$ cat src/rtl/pipe_stage_reg.sv
// Pipeline stage register with valid/ready handshake, an optional skid entry and flush.
// Control is zeroed on every bubble, so a dead slot never shows RegWrite or MemWrite.
module pipe_stage_reg #(
    parameter int unsigned CTRL_W = 8,
    parameter int unsigned DATA_W = 64,
    parameter int unsigned PC_W   = 32,
    parameter int unsigned SKID   = 1
) (
    input  logic              clk,
    input  logic              reset,
    input  logic              in_valid,
    output logic              in_ready,
    input  logic [CTRL_W-1:0] in_ctrl,
    input  logic [DATA_W-1:0] in_data,
    input  logic [PC_W-1:0]   in_pc,
    input  logic              flush,
    output logic              out_valid,
    input  logic              out_ready,
    output logic [CTRL_W-1:0] out_ctrl,
    output logic [DATA_W-1:0] out_data,
    output logic [PC_W-1:0]   out_pc,
    output logic [1:0]        occupancy
);

    localparam bit HasSkid = (SKID != 0);

    logic              main_valid_q, main_valid_d;
    logic [CTRL_W-1:0] main_ctrl_q, main_ctrl_d;
    logic [DATA_W-1:0] main_data_q, main_data_d;
    logic [PC_W-1:0]   main_pc_q, main_pc_d;

    logic              skid_valid_q, skid_valid_d;
    logic [CTRL_W-1:0] skid_ctrl_q, skid_ctrl_d;
    logic [DATA_W-1:0] skid_data_q, skid_data_d;
    logic [PC_W-1:0]   skid_pc_q, skid_pc_d;

    logic [1:0]        occ_q, occ_d;
    logic              accept, drain;

    // With a skid entry in_ready depends only on state, breaking the out_ready path.
    assign in_ready = HasSkid ? !skid_valid_q : (!main_valid_q || out_ready);
    assign accept   = in_valid && in_ready;
    assign drain    = main_valid_q && out_ready;

    always_comb begin
        main_valid_d = main_valid_q;
        main_ctrl_d  = main_ctrl_q;
        main_data_d  = main_data_q;
        main_pc_d    = main_pc_q;
        skid_valid_d = skid_valid_q;
        skid_ctrl_d  = skid_ctrl_q;
        skid_data_d  = skid_data_q;
        skid_pc_d    = skid_pc_q;

        if (flush) begin
            // Data and pc are left in place; only valid and control matter for a bubble.
            main_valid_d = 1'b0;
            main_ctrl_d  = '0;
            skid_valid_d = 1'b0;
            skid_ctrl_d  = '0;
        end else if (HasSkid && drain && skid_valid_q) begin
            main_valid_d = 1'b1;
            main_ctrl_d  = skid_ctrl_q;
            main_data_d  = skid_data_q;
            main_pc_d    = skid_pc_q;
            skid_valid_d = 1'b0;
            skid_ctrl_d  = '0;
        end else if (accept && (!main_valid_q || drain)) begin
            main_valid_d = 1'b1;
            main_ctrl_d  = in_ctrl;
            main_data_d  = in_data;
            main_pc_d    = in_pc;
        end else if (HasSkid && accept) begin
            skid_valid_d = 1'b1;
            skid_ctrl_d  = in_ctrl;
            skid_data_d  = in_data;
            skid_pc_d    = in_pc;
        end else if (drain) begin
            main_valid_d = 1'b0;
            main_ctrl_d  = '0;
        end

        occ_d = {main_valid_d & skid_valid_d, main_valid_d ^ skid_valid_d};
    end

    always_ff @(posedge clk) begin
        if (reset) begin
            main_valid_q <= 1'b0;
            main_ctrl_q  <= '0;
            main_data_q  <= '0;
            main_pc_q    <= '0;
            skid_valid_q <= 1'b0;
            skid_ctrl_q  <= '0;
            skid_data_q  <= '0;
            skid_pc_q    <= '0;
            occ_q        <= 2'd0;
        end else begin
            main_valid_q <= main_valid_d;
            main_ctrl_q  <= main_ctrl_d;
            main_data_q  <= main_data_d;
            main_pc_q    <= main_pc_d;
            skid_valid_q <= skid_valid_d;
            skid_ctrl_q  <= skid_ctrl_d;
            skid_data_q  <= skid_data_d;
            skid_pc_q    <= skid_pc_d;
            occ_q        <= occ_d;
        end
    end

    assign out_valid = main_valid_q;
    assign out_ctrl  = main_ctrl_q;
    assign out_data  = main_data_q;
    assign out_pc    = main_pc_q;
    assign occupancy = occ_q;

endmodule

$ cat config.mk
export PLATFORM = sky130hd
export DESIGN_NAME = pipe_stage_reg
export DESIGN_NICKNAME = d
export VERILOG_FILES = /design/src/rtl/pipe_stage_reg.sv
export SDC_FILE = /design/constraint.sdc
export NUM_CORES = 1
export LEC_CHECK = 0
export ABC_AREA = 1
export CAP_MARGIN = 20
export CORE_MARGIN = 1.5
export CORE_UTILIZATION = 55
export DETAILED_ROUTE_END_ITERATION = 8
export DONT_BUFFER_PORTS = 1
export GPL_TIMING_DRIVEN = 1
export HOLD_SLACK_MARGIN = 0.12
export PLACE_DENSITY_LB_ADDON = 0.3
export SETUP_SLACK_MARGIN = 0.4
export SLEW_MARGIN = 20
export SYNTH_ARGS = -nofsm -noshare
export SYNTH_HDL_FRONTEND = slang
export SYNTH_SLANG_ARGS = --single-unit
export TNS_END_PERCENT = 100
$ cat constraint.sdc
create_clock -name clk -period 2.44 [get_ports clk]
set_input_delay 0.488 -clock clk [delete_from_list [all_inputs] [get_ports clk]]
set_output_delay 0.488 -clock clk [all_outputs]
set_load 0.1 [all_outputs]
==> results of run 1 <==
==> layout make-up <==
class	instances	share of cell area [%]
Clock inverter	4	0.208
Inverter	181	6.02
Clock buffer	35	6.06
Multi-Input combinational cell	1073	38.7
Timing Repair Buffer	124	9.28
Sequential cell	212	37.2
Tap cell	225	2.47
==> metrics by stage <==
| stage | utilization, % | hold slack, ns | cell area [sq um] |
|---|---|---|---|
| final | 65.5 | 0.140 | 11400 |
| after global routing | 65.5 | 0.121 | 11400 |
| after CTS | 65.5 | 0.121 | 11400 |
| after detailed placement | 61.3 | 0.457 | 10700 |
| after global placement | 61.3 | 0.449 | 10700 |
| after floorplan | - | 0.439 | 9840 |
==> per-layer routing <==
metal | track usage [%] | wire, um | vias up
li1 | - | - | 4746
met1 | 29.3 | 9900 | 3849
met2 | 41.1 | 10200 | 265
met3 | 6.41 | 2070 | 42
met4 | 7.80 | 618 | 0
met5 | 0 | 0 | -
==> power breakdown <==
group          internal (mW)  switching [mW]
clock network           1.94            1.35
registers               3.61          0.0524
logic                  0.378            1.40
==> logic make-up after synthesis <==
kind of cell | synth area share, %
AOI/OAI and AO/OA | 4.68
buffers and inverters | 12.0
DFF | 43.1
adders and majority gates | 0.127
and+or+nand+nor | 40.0
==> Yosys cell counts <==
library cell and count:
buf_6 3, nand2_2 1, buf_1 3, buf_4 22, o21ai_0 75, clkbuf_1 32, nand3_4 1, inv_1 177
nand2_1 466, a21oi_1 2, inv_2 4, nor2_2 1, dfxtp_1 212, nand3b_1 30, nand2_4 2, ha_1 1
nand3_1 69, buf_2 35, nor2_4 2, a211oi_1 6, nor2_1 411, o21ai_1 6
==> worst max path at each step <==
stage                      start      endpoint  slack [ns]
floorplan           skid_valid_q  skid_pc_q[8]        0.45
global placement       out_ready  out_data[59]        0.68
detailed placement     out_ready  out_data[51]        0.66
CTS                 skid_valid_q      in_ready        0.69
global route        skid_valid_q  out_data[56]        0.54
finish              skid_valid_q      in_ready        0.70
==> flip-flops by register name, summed over array words and instances, names as in the netlist <==
| signal | count |
|---|---|
| out_ctrl | 8 |
| out_data | 64 |
| occupancy | 2 |
| skid_ctrl_q | 8 |
| skid_pc_q | 32 |
| out_valid | 1 |
| skid_data_q | 64 |
| skid_valid_q | 1 |
| out_pc | 32 |
==> metrics.txt, run 1 <==
run status finished, final reports clean; Routed WL between 20000 and 25000 um; latest clock arrival within the worst-skew pair around 0.50 ns; static leakage 5.71 nW; WS Path Type flip-flop to output port; Req. time, crit path between 1.5 and 2 ns; DR pass1 iterations 5; fraction of post-synthesis cell area in the top cell type by area between 40% and 50%; worst slack at placement 0.657 ns; mean instance size in the synthesized netlist roughly 6.3 sq um; Layout Skew around 0.012 ns; total of fill cells in the finished design 1541; CTS hold repair buffers 1; Buf/Inv on CP 2; final setup slack of the worst path between 0.6 and 0.7 ns; via count of the first global-routing pass 8208; ordered list of cells on the worst path inv_1, buf_4; Worst Hold Launch in_ctrl[7]; most common library cell in the layout ignoring fill and taps nand2_1; headroom to the max-slew limit about 65%; Area growth, synth to finish 15.9%; worst hold path cell count 2; total I/O pin count 217; min Tclk post-route around 1.7 ns; Fin. Hold Viols 0; clock tree from TritonCTS done; cell depth of the worst setup path 2; worst hold path class input pin to flip-flop; largest net degree at the start of global routing 101; Layout Cells excl Fill around 1900; count of routing violations after the opening detailed-route iteration roughly 540; height of the chip 137 um; clock buffer count from CTS 23; Avg WL per Cell between 10 and 15 um; reg-to-reg critical path startpoint skid_valid_q; number of antenna violations at the first check in global routing 0; Setup-failing EPs final 0; cell taking the most area after synthesis dfxtp_1; instance count of the mapped netlist roughly 1600; initial core utilization 56.5%; antenna cells 0; clock-pin slew reported for the worst setup and hold paths after clock tree synthesis 0.06 ns; number of design rule violations left after detail routing 0; Pwr per Cell Area ~770 mW/mm^2; Critical Path Max Stage Delay 0.42 ns; unrepaired setup endpoints after global routing no; max-cap violations 0; actual transition at the worst max-transition pin about 0.53 ns; Final period util around 71%; terminus of the critical flop-to-flop path out_data[50]; total nets after synthesis 1671; post-CTS setup buffers 0; deepest level of the CTS H-tree 1; sequential element share of the synthesized area a little over two fifths; crit-path leading delay family flip-flops; CTS sink cnt 212; multi-input logic area between 0.004 and 0.005 sq mm; sequential standard cell area 0.00425 sq mm; count of antenna-violating nets left after detailed routing 0; DR vias roughly 9000; logic depth of the worst register-to-register path 8; GRT Total Usage about a quarter; Critical Path Sink Type output port; register-to-register setup slack ~0.72 ns; Final Max Slew Viols 0; arrival time reported for the critical path endpoint roughly 1.3 ns; Floorplan Core Area approximately 0.017 sq mm; # placed instances around 1800; Synth warnings 0; Total Neg Setup Slack 0 ns; area of the die ~0.019 sq mm; share of final-layout standard cells stronger than drive strength 1 between 10% and 20%; HPWL reported at the end of detailed placement ~14000 um; maximum fanout along the worst path 4; flop and latch count out of synthesis 212; end point of the worst hold path skid_ctrl_q[7]; crit start category flip-flop; synth unique cells 22; via density per instance about 4.8; Max Buffers Root-to-Sink 3; highest ir drop seen on vdd 0.594 mV; # rows 48; clock root cell clkbuf_16; Post-layout nets ~1700; post-synthesis instance area 0.00984 sq mm; Resized Gates After CTS 0; final weighted congestion in routability-driven placement between 0.8 and 0.9; die extent in x ~140 um; FMAX 574 MHz; number of buffers inserted by port buffering 0; slowest library cell on the worst path dfxtp_1; leading cell types in the layout, fill and taps excluded 465 x nand2_1, 411 x nor2_1, 211 x dfxtp_1; GRT overflow 0; global-route wire length before repair about 37000 um; leading cell types by total area after synthesis dfxtp_1 43%, nand2_1 18%, nor2_1 16%; total power slightly below 9 mW
No activity file was read; power rests on OpenSTA's default activity.
==> run 2: changes to the inputs <==
==> constraint.sdc (replaced) <==
create_clock -name clk -period 1.7 [get_ports clk]
set_input_delay 0.34 -clock clk [delete_from_list [all_inputs] [get_ports clk]]
set_output_delay 0.34 -clock clk [all_outputs]
set_load 0.1 [all_outputs]
==> metrics.txt, run 2 <==
run status did not finish; Stopped at global routing; error msg [ERROR DPL-0038] Utilization greater than 100%, impossible to legalize; instance count of the mapped netlist 1561 (unchanged); total nets after synthesis 1671 (unchanged); mean instance size in the synthesized netlist 6.30 sq um (unchanged); Worst EP post-GRT repair out_data[11]$_SDFFE_PP0P_/D; fraction of post-synthesis cell area in the top cell type by area 43.1% (unchanged); Worst endpoint type sequential cell input; post-synthesis instance area 0.00984 sq mm (unchanged); synth unique cells 22 (unchanged); leading cell types by total area after synthesis dfxtp_1 43%, nand2_1 18%, nor2_1 16%; largest net degree at the start of global routing between 50 and 60; count leader, synth nand2_1; cell taking the most area after synthesis dfxtp_1; count of flip-flops with a built-in enable after synthesis 0 (unchanged); worst slack at placement 0.164 ns (-0.492 ns); height of the chip 137 um (unchanged); sequential element share of the synthesized area 43.1% (unchanged); most instantiated cells after synthesis 466 x nand2_1, 411 x nor2_1, 212 x dfxtp_1; deepest level of the CTS H-tree 1 (unchanged); # placed instances 1825 (+0.61%); initial core utilization 56.5% (unchanged); Max Buffers Root-to-Sink 3 (unchanged); die extent in x 137 um (unchanged); number of buffers inserted by port buffering 0 (unchanged); Synth warnings 0 (unchanged); leading register cell type out of synthesis dfxtp_1; CTS sink cnt 212 (unchanged); total I/O pin count 217 (unchanged); share of async-settable or async-resettable flops after synthesis 0% (unchanged); # rows 48 (unchanged); clock root cell clkbuf_16; final weighted congestion in routability-driven placement 0.827 (+2.6%); HPWL reported at the end of detailed placement 15100 um (+6.1%); flop and latch count out of synthesis 212 (unchanged); clock buffer count from CTS 23 (unchanged)
run 2: cell counts after synthesis:
No cell type changed its count.
run 2: kinds of logic after synthesis:
family	Yosys count	share of synthesized area [%]
AND/OR/NAND/NOR	983	40.0
buffers and inverters	276	12.0
flip-flops	212	43.1
AO/OA/AOI/OAI	89	4.68
adder cells (fa/ha/maj)	1	0.127
run 2: stage by stage:
step	cell area, sq um	util, %
floorplan	9950	-
CTS	16500	95.0
global placement	10800	62.3
detailed placement	10800	62.3
run 2: what timing repair did:
item / in CTS
hold buffers: 97
pin swaps: 66
setup endpoints to repair: 313
setup buffers: 42
endpoints found under the hold margin: 136
gates cloned: 48
resized for setup: 678
==> run 3: changes to the inputs <==
--- a/config.mk
+++ b/config.mk
@@ -8,13 +8,11 @@
 export ABC_AREA = 1
 export CAP_MARGIN = 20
 export CORE_MARGIN = 1.5
-export CORE_UTILIZATION = 55
+export CORE_UTILIZATION = 40
 export DETAILED_ROUTE_END_ITERATION = 8
 export DONT_BUFFER_PORTS = 1
 export GPL_TIMING_DRIVEN = 1
-export HOLD_SLACK_MARGIN = 0.12
-export PLACE_DENSITY_LB_ADDON = 0.3
-export SETUP_SLACK_MARGIN = 0.4
+export PLACE_DENSITY_LB_ADDON = 0.15
 export SLEW_MARGIN = 20
 export SYNTH_ARGS = -nofsm -noshare
 export SYNTH_HDL_FRONTEND = slang
==> metrics.txt, run 3 (synthesized netlist as in run 1, its figures left out) <==
hold slack final 0.0307 ns; slowest library cell on the worst path dfxtp_4; count of antenna-violating nets left after detailed routing 0; CTS hold repair buffers 8 (-92%); final weighted congestion in routability-driven placement 0.742 (-10%); Fin. Hold Viols 0; worst hold path class input pin to flip-flop; max-cap violations 0; crit start category flip-flop; GRT overflow 0; initial core utilization 40.6% (-16 points); maximum fanout along the worst path 4; WS Path Type flip-flop to output port; number of design rule violations left after detail routing 0; number of antenna violations at the first check in global routing 0; HPWL reported at the end of detailed placement 15400 um (+2.2%); antenna cells 0; most common library cell in the layout ignoring fill and taps nand2_1; Critical Path Sink Type output port; DR pass1 iterations 4; Req. time, crit path around 1.4 ns; reg-to-reg critical path startpoint out_valid; Pwr per Cell Area 1100 mW/mm^2; Resized Gates After CTS 0 (-100%); arrival time reported for the critical path endpoint ~1.2 ns; register-to-register setup slack ~0.16 ns; Worst Hold Launch in_ctrl[2]; sequential standard cell area roughly 0.0042 sq mm; Routed WL 24500 um; via density per instance around 4.5; min Tclk post-route ~1.6 ns; # rows 57 (+19%); clock-pin slew reported for the worst setup and hold paths after clock tree synthesis 0.06 ns; Final Max Slew Viols 0; highest ir drop seen on vdd between 0.6 and 0.7 mV; final core occ between 40% and 50%; cell depth of the worst setup path 2; global-route wire length before repair roughly 41000 um; Floorplan Core Area around 0.024 sq mm; actual transition at the worst max-transition pin 0.395 ns; worst hold path cell count 2; ordered list of cells on the worst path clkinvlp_4, buf_4; post-CTS setup buffers 0 (-100%); Avg WL per Cell ~12 um; count of routing violations after the opening detailed-route iteration between 400 and 500; end point of the worst hold path skid_ctrl_q[2]; Placed Area 0.0110 sq mm (+0.99%); share of final-layout standard cells stronger than drive strength 1 about 11%; clock root cell clkbuf_16; Setup-failing EPs final 0; Post-layout nets between 1500 and 2000; final setup slack of the worst path 0.133 ns; total power around 13 mW; crit-path leading delay family flip-flops; clock buffer count from CTS 25 (+8.7%); Final period util 92.2%; Area growth, synth to finish 20.3%; total of fill cells in the finished design about 2500; Layout Skew 0.0141 ns; unrepaired setup endpoints after global routing no; DR vias about 8900; clock tree from TritonCTS done; static leakage 5.84 nW; Max Buffers Root-to-Sink 3 (unchanged); run status finished, final reports clean; leading cell types in the layout, fill and taps excluded 464 x nand2_1, 411 x nor2_1, 210 x dfxtp_1; height of the chip 160 um (+17%); largest net degree at the start of global routing 65; total I/O pin count 217 (unchanged); headroom to the max-slew limit 73.7%; CTS sink cnt 212 (unchanged); Critical Path Max Stage Delay approximately 0.37 ns; GRT Total Usage 19.0%; area of the die between 0.02 and 0.03 sq mm; Buf/Inv on CP 2; deepest level of the CTS H-tree 1 (unchanged); latest clock arrival within the worst-skew pair approximately 0.5 ns; FMAX roughly 640 MHz; logic depth of the worst register-to-register path 8; die extent in x 160 um (+17%); worst slack at placement 0.170 ns (+0.00604 ns); terminus of the critical flop-to-flop path out_pc[14]; final standard cell area without fillers between 0.01 and 0.015 sq mm; via count of the first global-routing pass 8163; multi-input logic area 0.00442 sq mm; number of buffers inserted by port buffering 0 (unchanged)
run 3: worst max-delay path by stage:
stage / slack, ns / startpoint / endpoint
6_report: 0.13 / skid_valid_q / in_ready
5_1_grt: 0.01 / out_valid / out_pc[19]
4_1_cts: 0.11 / skid_valid_q / in_ready
3_5_place_dp: 0.17 / out_valid / out_pc[4]
3_3_place_gp: 0.22 / out_valid / out_pc[17]
2_1_floorplan: -0.02 / skid_valid_q / occupancy[0]
run 3: cell type report:
class	count	area share [%]
timing repair buffer	139	10.7
tap	324	3.43
inverter	181	5.85
sequential	212	35.9
multi-input combinational	1073	37.4
clock inverter	1	0.254
clock buffer	43	6.53
run 3: routing by layer:
metal / wire length (um) / up-vias / GRT usage, %
li1: - / 4791 / -
met1: 10900 / 3854 / 23.1
met2: 11100 / 205 / 32.5
met3: 2030 / 35 / 5.77
met4: 472 / 0 / 4.93
met5: 0 / - / 0
run 3: power breakdown:
| part | switching, mW | internal [mW] | total [mW] |
|---|---|---|---|
| registers | 0.0706 | 5.18 | 5.25 |
| logic | 2.02 | 0.576 | 2.60 |
| clock network | 2.03 | 3.20 | 5.23 |
run 3: metrics by stage:
step / std cells / TNS, ns
after global routing: 1973 / 0
after detailed placement: 1921 / 0
after global placement: 1921 / 0
after floorplan: 1561 / -0.316
after CTS: 1973 / 0
final: 1973 / 0
